File: config.mk
export PLATFORM = sky130hd
export DESIGN_NAME = step_clock_ctrl_flat
export DESIGN_NICKNAME = d
export VERILOG_FILES = /design/src/rtl/step_clock_ctrl_if.sv /design/src/rtl/step_clock_ctrl.sv /design/src/flat_wrapper.sv
export SDC_FILE = /design/constraint.sdc
export NUM_CORES = 1
export LEC_CHECK = 0
export BUFFER_PORTS_ARGS = -buffer_cell sky130_fd_sc_hd__buf_4
export CAP_MARGIN = 40
export CORE_UTILIZATION = 50
export CTS_BUF_LIST = sky130_fd_sc_hd__clkbuf_16
export CTS_CLUSTER_DIAMETER = 200
export DETAILED_ROUTE_END_ITERATION = 7
export GPL_ROUTABILITY_DRIVEN = 0
export PLACE_DENSITY = 0.78
export SLEW_MARGIN = 20
export SYNTH_ARGS = -nofsm -noshare
export SYNTH_HDL_FRONTEND = slang
export SYNTH_SLANG_ARGS = --single-unit
File: constraint.sdc
create_clock -name SYS_clk -period 2.5 [get_ports SYS_clk]
set_input_delay 0.375 -clock SYS_clk [delete_from_list [all_inputs] [get_ports SYS_clk]]
set_output_delay 0.375 -clock SYS_clk [all_outputs]
set_load 0.01 [all_outputs]
File: src/rtl/step_clock_ctrl_if.sv
`default_nettype none
// ============================================================================
// Module   : step_clock_ctrl_if
// Brief    : Control/status bundle between the processor clock controller
//            and the board-level logic (mode select, button, clock, status).
// Revision : 1.0 - initial release
// ============================================================================
interface step_clock_ctrl_if #(
  parameter int CNT_W = 32
);
  logic [1:0]       mode;
  logic             step_btn;
  logic             cpu_clk;
  logic             cpu_tick;
  logic             busy;
  logic             btn_db;
  logic [CNT_W-1:0] cycle_count;

  // Board side: selects the mode, owns the button, observes the clock/status
  modport master (
    output mode, step_btn,
    input  cpu_clk, cpu_tick, busy, btn_db, cycle_count
  );

  // Controller side
  modport slave (
    input  mode, step_btn,
    output cpu_clk, cpu_tick, busy, btn_db, cycle_count
  );
endinterface
`default_nettype wire

File: src/rtl/step_clock_ctrl.sv
`default_nettype none
// ============================================================================
// Module   : step_clock_ctrl
// Brief    : Glitch-free processor clock generator with halt, debounced
//            single-step, slow free-run and fast free-run modes, plus a
//            retired-cycle counter for the debug display.
//            Optional feature macro: STEP_CYCLE_COUNT_EN (builds cycle_count;
//            when undefined cycle_count is tied to 0).
// Revision : 1.0 - initial release
// ============================================================================
module step_clock_ctrl #(
  parameter int DEBOUNCE_CYCLES = 500000,
  parameter int PULSE_W         = 4,
  parameter int RUN_DIV         = 25000000,
  parameter int CNT_W           = 32
) (
  input  wire logic        SYS_clk,
  input  wire logic        SYS_reset,
  step_clock_ctrl_if.slave bus
);

  localparam int DB_W = $clog2(DEBOUNCE_CYCLES + 1);
  localparam int PH_W = (PULSE_W > 1) ? $clog2(PULSE_W) : 1;
  localparam int DV_W = $clog2(RUN_DIV);

  localparam logic [DB_W-1:0] c_db_limit = DB_W'(DEBOUNCE_CYCLES);
  localparam logic [DB_W-1:0] c_db_one   = DB_W'(1);
  localparam logic [PH_W-1:0] c_ph_last  = PH_W'(PULSE_W - 1);
  localparam logic [PH_W-1:0] c_ph_one   = PH_W'(1);
  localparam logic [DV_W-1:0] c_dv_last  = DV_W'(RUN_DIV - 1);
  localparam logic [DV_W-1:0] c_dv_one   = DV_W'(1);

  localparam logic [1:0] c_mode_step = 2'b01;
  localparam logic [1:0] c_mode_slow = 2'b10;
  localparam logic [1:0] c_mode_fast = 2'b11;

  typedef enum logic [1:0] {
    ST_IDLE = 2'd0,
    ST_HIGH = 2'd1,
    ST_LOW  = 2'd2
  } state_t;

  logic            r_s1, r_s2;
  logic [DB_W-1:0] r_db_cnt;
  logic            r_btn_db, r_btn_db_q;
  logic [DV_W-1:0] r_div;
  state_t          r_state, w_state_nxt;
  logic [PH_W-1:0] r_ph, w_ph_nxt;
  logic            w_start, w_go, w_press;
  logic            r_cpu_clk, r_cpu_tick, r_busy;

  // Two-flop synchroniser for the asynchronous push-button
  always_ff @(posedge SYS_clk or negedge SYS_reset) begin
    if (!SYS_reset) begin
      r_s1 <= 1'b1;
      r_s2 <= 1'b1;
    end else begin
      r_s1 <= bus.step_btn;
      r_s2 <= r_s1;
    end
  end

  // Debouncer: the synchronised level must disagree with btn_db through
  // DEBOUNCE_CYCLES counted edges before it is taken as the new level
  always_ff @(posedge SYS_clk or negedge SYS_reset) begin
    if (!SYS_reset) begin
      r_db_cnt   <= '0;
      r_btn_db   <= 1'b1;
      r_btn_db_q <= 1'b1;
    end else begin
      r_btn_db_q <= r_btn_db;
      if (r_s2 == r_btn_db) begin
        r_db_cnt <= '0;
      end else if (r_db_cnt == c_db_limit) begin
        r_btn_db <= r_s2;
        r_db_cnt <= '0;
      end else begin
        r_db_cnt <= r_db_cnt + c_db_one;
      end
    end
  end

  // Only a falling debounced level is a press; releases produce nothing
  assign w_press = r_btn_db_q & ~r_btn_db;

  // Slow-run divider, free-running only while slow mode is selected
  always_ff @(posedge SYS_clk or negedge SYS_reset) begin
    if (!SYS_reset) begin
      r_div <= '0;
    end else if (bus.mode != c_mode_slow || r_div == c_dv_last) begin
      r_div <= '0;
    end else begin
      r_div <= r_div + c_dv_one;
    end
  end

  assign w_go = ((bus.mode == c_mode_step) && w_press)
              || ((bus.mode == c_mode_slow) && (r_div == c_dv_last))
              || (bus.mode == c_mode_fast);

  // Next-state logic; mode is only consulted in IDLE or at the end of LOW
  always_comb begin
    w_state_nxt = r_state;
    w_ph_nxt    = r_ph;
    w_start     = 1'b0;
    case (r_state)
      ST_IDLE: begin
        if (w_go) begin
          w_state_nxt = ST_HIGH;
          w_ph_nxt    = '0;
          w_start     = 1'b1;
        end
      end
      ST_HIGH: begin
        if (r_ph == c_ph_last) begin
          w_state_nxt = ST_LOW;
          w_ph_nxt    = '0;
        end else begin
          w_ph_nxt = r_ph + c_ph_one;
        end
      end
      ST_LOW: begin
        if (r_ph == c_ph_last) begin
          w_ph_nxt = '0;
          if (bus.mode == c_mode_fast) begin
            w_state_nxt = ST_HIGH;
            w_start     = 1'b1;
          end else begin
            w_state_nxt = ST_IDLE;
          end
        end else begin
          w_ph_nxt = r_ph + c_ph_one;
        end
      end
      default: begin
        w_state_nxt = ST_IDLE;
        w_ph_nxt    = '0;
      end
    endcase
  end

  // State register; outputs are decoded from the next state so they come
  // straight off flops and line up with the state they describe
  always_ff @(posedge SYS_clk or negedge SYS_reset) begin
    if (!SYS_reset) begin
      r_state    <= ST_IDLE;
      r_ph       <= '0;
      r_cpu_clk  <= 1'b0;
      r_cpu_tick <= 1'b0;
      r_busy     <= 1'b0;
    end else begin
      r_state    <= w_state_nxt;
      r_ph       <= w_ph_nxt;
      r_cpu_clk  <= (w_state_nxt == ST_HIGH);
      r_cpu_tick <= w_start;
      r_busy     <= (w_state_nxt != ST_IDLE);
    end
  end

`ifdef STEP_CYCLE_COUNT_EN
  localparam logic [CNT_W-1:0] c_cnt_one = CNT_W'(1);
  logic [CNT_W-1:0] r_cycle_count;

  // Retired-cycle counter, advanced together with cpu_tick; wraps naturally
  always_ff @(posedge SYS_clk or negedge SYS_reset) begin
    if (!SYS_reset) begin
      r_cycle_count <= '0;
    end else if (w_start) begin
      r_cycle_count <= r_cycle_count + c_cnt_one;
    end
  end

  assign bus.cycle_count = r_cycle_count;
`else
  assign bus.cycle_count = {CNT_W{1'b0}};
`endif

  assign bus.cpu_clk  = r_cpu_clk;
  assign bus.cpu_tick = r_cpu_tick;
  assign bus.busy     = r_busy;
  assign bus.btn_db   = r_btn_db;

endmodule
`default_nettype wire
File: src/flat_wrapper.sv
// flat-port wrapper written by rule: the top's interface ports become plain ports
module step_clock_ctrl_flat 
#(
  parameter int DEBOUNCE_CYCLES = 500000,
  parameter int PULSE_W         = 4,
  parameter int RUN_DIV         = 25000000,
  parameter int CNT_W           = 32
)
  (SYS_clk, SYS_reset, bus_mode, bus_step_btn, bus_cpu_clk, bus_cpu_tick, bus_busy, bus_btn_db, bus_cycle_count);
  step_clock_ctrl_if #(.CNT_W(CNT_W)) bus_i ();
  input  wire logic SYS_clk;
  input  wire logic SYS_reset;
  input wire logic [$bits(bus_i.mode)-1:0] bus_mode;
  input wire logic [$bits(bus_i.step_btn)-1:0] bus_step_btn;
  output wire logic [$bits(bus_i.cpu_clk)-1:0] bus_cpu_clk;
  output wire logic [$bits(bus_i.cpu_tick)-1:0] bus_cpu_tick;
  output wire logic [$bits(bus_i.busy)-1:0] bus_busy;
  output wire logic [$bits(bus_i.btn_db)-1:0] bus_btn_db;
  output wire logic [$bits(bus_i.cycle_count)-1:0] bus_cycle_count;
  assign bus_i.mode = bus_mode;
  assign bus_i.step_btn = bus_step_btn;
  assign bus_cpu_clk = bus_i.cpu_clk;
  assign bus_cpu_tick = bus_i.cpu_tick;
  assign bus_busy = bus_i.busy;
  assign bus_btn_db = bus_i.btn_db;
  assign bus_cycle_count = bus_i.cycle_count;
  step_clock_ctrl #(.DEBOUNCE_CYCLES(DEBOUNCE_CYCLES), .PULSE_W(PULSE_W), .RUN_DIV(RUN_DIV), .CNT_W(CNT_W)) u_core (.SYS_clk(SYS_clk), .SYS_reset(SYS_reset), .bus(bus_i));
endmodule
==> results of run 1 <==
sequential cells by signal, indices dropped and copies added (netlist names):
register,flops
u_core.bus.busy,1
u_core.r_db_cnt,19
u_core.bus.cpu_tick,1
u_core.r_ph,2
u_core.r_s1,1
u_core.bus.btn_db,1
u_core.r_div,25
u_core.bus.cpu_clk,1
u_core.r_state,2
u_core.r_s2,1
u_core.r_btn_db_q,1
routing by layer:
layer | wire length [um] | vias to the layer above | GRT usage | share of wire
met5 | 0 | - | 0 | 0
met4 | 89 | 0 | 0.0618 | 0.019
met1 | 2210 | 923 | 0.233 | 0.46
met2 | 2260 | 41 | 0.285 | 0.47
met3 | 237 | 9 | 0.0575 | 0.049
li1 | - | 969 | - | -
cell type report:
cell class,count,area (um2)
flip-flops and latches,55,1380
fillers,518,2480
clock inverters,3,41.3
well taps,72,90.1
repair buffers,10,75.1
inverters,11,41.3
multi-input cells,231,1380
clock buffers,5,125
synthesized netlist by cell type:
library cell  instances
buf_4                34
dfstp_2               4
xor2_1               20
o21ai_1               1
mux2i_1               1
inv_1                11
o211a_1               1
o211ai_1              1
nand2b_1              1
and3_1                7
o21ai_2               1
nand3_1              19
clkbuf_1              1
nor3_2                1
nor3b_1               3
conb_1                1
nor4_1                5
a41oi_2               1
or4b_1                2
a21oi_1               1
mux2_1                1
ha_1                  8
a31oi_1               2
nand4_1               8
nor2_1               53
dfrtp_1              51
or2_1                 2
nand2_1              18
o21ai_0               3
a31o_2                1
and4_1                7
xnor2_1              21
nor3_1                5
nor4b_1               2
nor3b_2               1
buf_2                 3
nand3b_1              1
and2_1                1
per-stage QoR:
stage               hold slack (ns)   util
detailed placement            0.347  0.529
finish                        0.120  0.558
floorplan                    0.0794      -
global route                  0.171  0.558
CTS                           0.156  0.558
global placement              0.345  0.529
power by group:
group / total, W / switching [W] / leakage (nW) / internal (W)
clock network: 0.000772 / 0.000303 / 0.0812 / 0.000469
registers: 0.000975 / 0.0000351 / 0.743 / 0.000940
logic: 0.000286 / 0.000169 / 0.556 / 0.000117
total: 0.00203 / 0.000508 / 1.38 / 0.00153
cell families after synthesis:
family                     Yosys count  share of synthesized area
muxes                                2                    0.00719
AOI/OAI and AO/OA                   12                     0.0300
adders and majority gates            8                     0.0338
buffers and inverters               49                      0.107
and+or+nand+nor                    136                      0.233
DFF                                 55                      0.467
other                                1                    0.00127
xor gates and xnor gates            41                      0.121
worst max path at each step:
stage	depth (start not counted)	from	end	slack [ns]
finish	6	u_core.r_div[0]	u_core.r_ph[0]	0.44
global route	6	u_core.r_div[0]	u_core.r_ph[0]	0.33
CTS	6	u_core.r_div[0]	u_core.r_ph[0]	0.44
detailed placement	6	u_core.r_div[0]	u_core.r_ph[0]	0.45
global placement	6	u_core.r_div[0]	u_core.r_ph[0]	0.51
floorplan	6	u_core.r_div[0]	u_core.r_ph[0]	0.62
==> metrics.md, run 1 <==
| Metric | Value |
|---|---|
| Outcome | completed |
| CTS tree | built |
| Antenna cell count | 0 |
| Die H | ~79 um |
| Max-cap violations | 0 |
| Vias in the first global route | 1928 |
| DP Worst Slack | approximately 0.45 ns |
| Register area share after synthesis | 0.467 |
| FMAX | about 0.49 GHz |
| Drt first pass iters | 4 |
| Critical Path Sink Type | flop |
| Yosys top cell area share | 0.431 |
| Mean Syn Cell Area | slightly below 10 um2 |
| R2R setup slack | 0.44 ns |
| Max H-tree Level | 2 |
| Root Driver | clkbuf_16 |
| Crit Reg-Reg Startpoint | u_core.r_div[0] |
| Seq cells post-synth | between 50 and 60 |
| DP HPWL | 3390 um |
| Pins Over Slew Limit | 0 |
| Worst VDD drop | roughly 0.48 mV |
| Main area contributors after synthesis | dfrtp_1 (43%), buf_4 (8.6%), nor2_1 (6.7%) |
| Synth warn | 0 |
| Period utilization | 0.824 |
| Reg2reg path depth | 6 |
| CTS Sinks | 55 |
| Clock Skew | 0.00554 ns |
| Final WL | 4800 um |
| Fin area | 0.00313 mm2 |
| Initial Util | 0.527 |
| Leakage dissipation | about 1.4 nW |
| Die area | 0.00623 mm2 |
| Area of the mapped netlist | 0.00296 mm2 |
| RSZ-0062 raised after global routing | no |
| # IOs | 41 |
| DRT iter0 DRCs | 88 |
| Row Count | 27 |
| R2R Path End | u_core.r_ph[0] |
| Required time of the critical path | about 2.7 ns |
| Setup TNS Final | 0 ns |
| First-pass GRT wire length | 8630 um |
| Largest net degree at the start of global routing | 56 |
| CP Buf/Inv Count | 0 |
| Cell count after synthesis | 304 |
| Worst-case clock buffer depth | 2 |
| Non-filler cells, final | 387 |
| Port bufs | 8 |
| Cts bufs inserted | 5 |
| Vias per cell | between 5 and 6 |
| CTS Hold Bufs | 0 |
| DR vias | between 1500 and 2000 |
| Routed length per instance | roughly 12 um |
| CP max stage delay | approximately 0.44 ns |
| CP Launch Type | flop |
| Relative slew slack | 0.546 |
| Core footprint | 0.00561 mm2 |
| Critical-path top delay cell | dfrtp_1 |
| Area growth syn-to-layout | 5.88% |
| Nets | roughly 330 |
| Most frequent cells in the layout | nor2_1 (53), dfrtp_1 (51), conb_1 (32), xnor2_1 (21), xor2_1 (20) |
| Post-DRT Antenna Nets | 0 |
| Worst slew pin tran | approximately 0.68 ns |
| Later-pin clock latency in the skew report | ~0.29 ns |
| Critical path's top delay family | compound AO/OA/AOI/OAI gates |
| Setup repair bufs after CTS | 0 |
| Worst-path maximum fanout | 7 |
| Worst path arrival time | between 2 and 2.5 ns |
| Final setup viols | 0 |
| Dpl cells | 379 |
| Final number of hold-violating endpoints | 0 |
| Worst-path clk slew | ~0.070 ns |
| Critical path class | reg2reg |
| Fraction of layout cells with a size suffix above 1 | 0.0825 |
| Most common cell after layout, fill and taps aside | nor2_1 |
| DRC Markers | 0 |
| Final min period | roughly 2 ns |
| Yosys cell types | 38 |
| Largest area contributor in the netlist | dfrtp_1 |
| Gr usage total | 0.180 |
| Total power | 0.00203 W |
| GRT Residual Overflow | 0 |
| Initial antenna violation count | 0 |
| Die W | between 70 and 80 um |
| CP Cell Sequence | ha_1, and2_1, and4_1, a41oi_2, o21ai_2, mux2_1 |
| Area after DPL | a little under 0.003 mm2 |
| P per Cell Area | approximately 650 mW/mm2 |
| Hold Path Class | in2async |
| Worst Setup Slack, final | 0.440 ns |
| Post-CTS Resized | 0 |
(Power assumes the default switching activity.)
==> inputs of run 2 (changes only) <==
--- a/config.mk
+++ b/config.mk
@@ -12,7 +12,7 @@
 export CTS_CLUSTER_DIAMETER = 200
 export DETAILED_ROUTE_END_ITERATION = 7
 export GPL_ROUTABILITY_DRIVEN = 0
-export PLACE_DENSITY = 0.78
+export PLACE_DENSITY = 0.81
 export SLEW_MARGIN = 20
 export SYNTH_ARGS = -nofsm -noshare
 export SYNTH_HDL_FRONTEND = slang
==> constraint.sdc (replaced) <==
create_clock -name SYS_clk -period 1.7 [get_ports SYS_clk]
set_input_delay 0.255 -clock SYS_clk [delete_from_list [all_inputs] [get_ports SYS_clk]]
set_output_delay 0.255 -clock SYS_clk [all_outputs]
set_load 0.01 [all_outputs]
==> run 2 against run 1 <==
  * The flow now finishes with violations (setup timing)
  * Non-clock buffer count increased by 39
  * Combinational power rose by 130%
  * Clock-buffer cell count did not move
  * Utilization is 14 points higher
  * Power is 66% higher
  * Final cell count increased by 10%
  * Largest cell class is now multi-input gates
  * Largest power group unchanged
==> metrics.md, run 2 (synthesis gave the netlist of run 1 again) <==
| Metric | Value |
|---|---|
| Outcome | complete, but fails checks (was completed) |
| Failing checks | setup timing |
| Worst slew pin tran | 0.678 ns (was 0.680 ns) |
| CP Launch Type | flop (unchanged) |
| Nets | 366 (was 327) |
| Most common cell after layout, fill and taps aside | dfrtp_1 (was nor2_1) |
| Final min period | 1.97 ns (was 2.06 ns) |
| Vias per cell | 5.35 (was 5.02) |
| Post-DRT Antenna Nets | 0 (unchanged) |
| Worst Setup Slack, final | -0.269 ns (was 0.440 ns) |
| Worst-path clk slew | 0.07 ns (about the same) |
| FMAX | 0.508 GHz (was 0.485 GHz) |
| DP HPWL | 3880 um (was 3390 um) |
| Worst-path maximum fanout | 5 (was 7) |
| First-pass GRT wire length | 10200 um (was 8630 um) |
| CTS Sinks | 55 (unchanged) |
| Largest net degree at the start of global routing | 56 (unchanged) |
| CP Cell Sequence | or4b_4, nor3_4, a41oi_4, buf_6, o211a_4, a21oi_1 (was ha_1, and2_1, and4_1, a41oi_2, o21ai_2, mux2_1) |
| DRC Markers | 0 (unchanged) |
| Non-filler cells, final | 426 (was 387) |
| Clock Skew | 0.00388 ns (was 0.00554 ns) |
| Dpl cells | 405 (was 379) |
| Later-pin clock latency in the skew report | 0.29 ns (about the same) |
| Die W | 78.9 um (unchanged) |
| Area growth syn-to-layout | 33.2% (was 5.88%) |
| Initial Util | 0.527 (unchanged) |
| Fin area | 0.00394 mm2 (was 0.00313 mm2) |
| Vias in the first global route | 2312 (was 1928) |
| Final setup viols | 48 (was 0) |
| R2R setup slack | -0.27 ns (was 0.44 ns) |
| Final WL | 7120 um (was 4800 um) |
| Multi-input logic area | 0.00172 mm2 (was 0.00138 mm2) |
| Biggest register | u_core.r_div (unchanged) |
| Hold Path Class | in2async (unchanged) |
| Drt first pass iters | 4 (unchanged) |
| Period utilization | 1.16 (was 0.824) |
| DRT iter0 DRCs | 146 (was 88) |
| CP Buf/Inv Count | 1 (was 0) |
| Setup TNS Final | -8.54 ns (was 0 ns) |
| CP max stage delay | 0.55 ns (was 0.44 ns) |
| Fill cells | 376 (was 518) |
| Most frequent cells in the layout | dfrtp_1 (51), buf_4 (39), conb_1 (32), nor2_4 (30), xnor2_1 (21) (was nor2_1 (53), dfrtp_1 (51), conb_1 (32), xnor2_1 (21), xor2_1 (20)) |
| GRT Residual Overflow | 0 (unchanged) |
| Required time of the critical path | 1.90 ns (was 2.68 ns) |
| Worst path arrival time | 2.17 ns (was 2.24 ns) |
| Critical path class | reg2reg (unchanged) |
| Critical Path Sink Type | flop (unchanged) |
| Critical path's top delay family | simple AND/OR/NAND/NOR gates (was compound AO/OA/AOI/OAI gates) |
| Max-cap violations | 0 (unchanged) |
| Antenna cell count | 0 (unchanged) |
| Cts bufs inserted | 5 (unchanged) |
| RSZ-0062 raised after global routing | yes (was no) |
| Die H | 78.9 um (unchanged) |
| CTS Hold Bufs | 0 (unchanged) |
| Initial antenna violation count | 0 (unchanged) |
| Relative slew slack | 0.548 (was 0.546) |
| Max H-tree Level | 2 (unchanged) |
| # IOs | 41 (unchanged) |
| Area after DPL | 0.00319 mm2 (was 0.00297 mm2) |
| CTS tree | built (unchanged) |
| Critical-path top delay cell | or4b_4 (was dfrtp_1) |
| Register area | 0.00138 mm2 (unchanged) |
| Routed length per instance | 16.7 um (was 12.4 um) |
| Port bufs | 8 (unchanged) |
| Worst VDD drop | 0.762 mV (was 0.481 mV) |
| Worst hold slack | 0.0110 ns (was 0.120 ns) |
| Worst-case clock buffer depth | 2 (unchanged) |
| Core footprint | 0.00561 mm2 (unchanged) |
| Root Driver | clkbuf_16 (unchanged) |
| DR vias | 2278 (was 1942) |
| Fraction of layout cells with a size suffix above 1 | 0.342 (was 0.0825) |
| Die area | 0.00623 mm2 (unchanged) |
| Max FFs per register | 25 (unchanged) |
| Leakage dissipation | 1.65 nW (was 1.38 nW) |
| Largest registers | u_core.r_div (25), u_core.r_db_cnt (19) (unchanged) |
| Pins Over Slew Limit | 0 (unchanged) |
| Final number of hold-violating endpoints | 0 (unchanged) |
| Gr usage total | 0.215 (was 0.180) |
| P per Cell Area | 856 mW/mm2 (was 649 mW/mm2) |
| Row Count | 27 (unchanged) |
## run 2: changes by cell type in the layout (fill, tap and decap cells not counted), sizes merged
cell	before	now
buf	10	46
clkbuf	5	8
bufinv	1	2
clkinvlp	1	0
## run 2: metrics by stage
step	setup WS (ns)	util	power, W
floorplan	-0.170	-	0.00180
global placement	-0.213	0.568	0.00187
detailed placement	-0.252	0.568	0.00189
CTS	-0.183	0.635	0.00325
global route	-0.321	0.702	0.00350
finish	-0.269	0.702	0.00337
## run 2: what timing repair did
action	in CTS	in global routing
pin swaps	5	29
cloned	3	3
endpoints found under the setup margin	48	50
resized for setup	16	82
setup buffers	5	4
## run 2: worst paths after layout
kind	start	endpoint	depth (start not counted)
max	u_core.r_div[9]	u_core.bus.busy	6
min	SYS_reset	u_core.r_div[21]	1
max reg2reg	u_core.r_div[9]	u_core.bus.busy	6
min reg2reg	u_core.r_s1	u_core.r_s2	0
max in group asynchronous	SYS_reset	u_core.r_db_cnt[6]	1
min in group SYS_clk	bus_step_btn	u_core.r_s1	1
## run 2: final cells by class
type | instances | share of cell area
clock buffer | 5 | 0.0318
sequential | 55 | 0.351
inverter | 11 | 0.0105
clock inverter | 3 | 0.0162
timing repair buffer | 49 | 0.130
tap | 72 | 0.0229
multi-input combinational | 231 | 0.438
## run 2: layer usage
layer,routed length (um),GRT usage,up-vias
met5,0,0,-
met4,220,0.0982,0
met3,259,0.0563,23
met2,4050,0.406,70
met1,2590,0.219,1140
li1,-,-,1045
## run 2: report_power, final
| group | internal (W) | leakage [nW] | switching [W] | total (W) |
|---|---|---|---|---|
| Clock | 0.000839 | 0.0952 | 0.000449 | 0.00129 |
| Sequential | 0.00138 | 0.743 | 0.0000484 | 0.00143 |
| Combinational | 0.000290 | 0.810 | 0.000364 | 0.000654 |
| Total | 0.00251 | 1.65 | 0.000861 | 0.00337 |
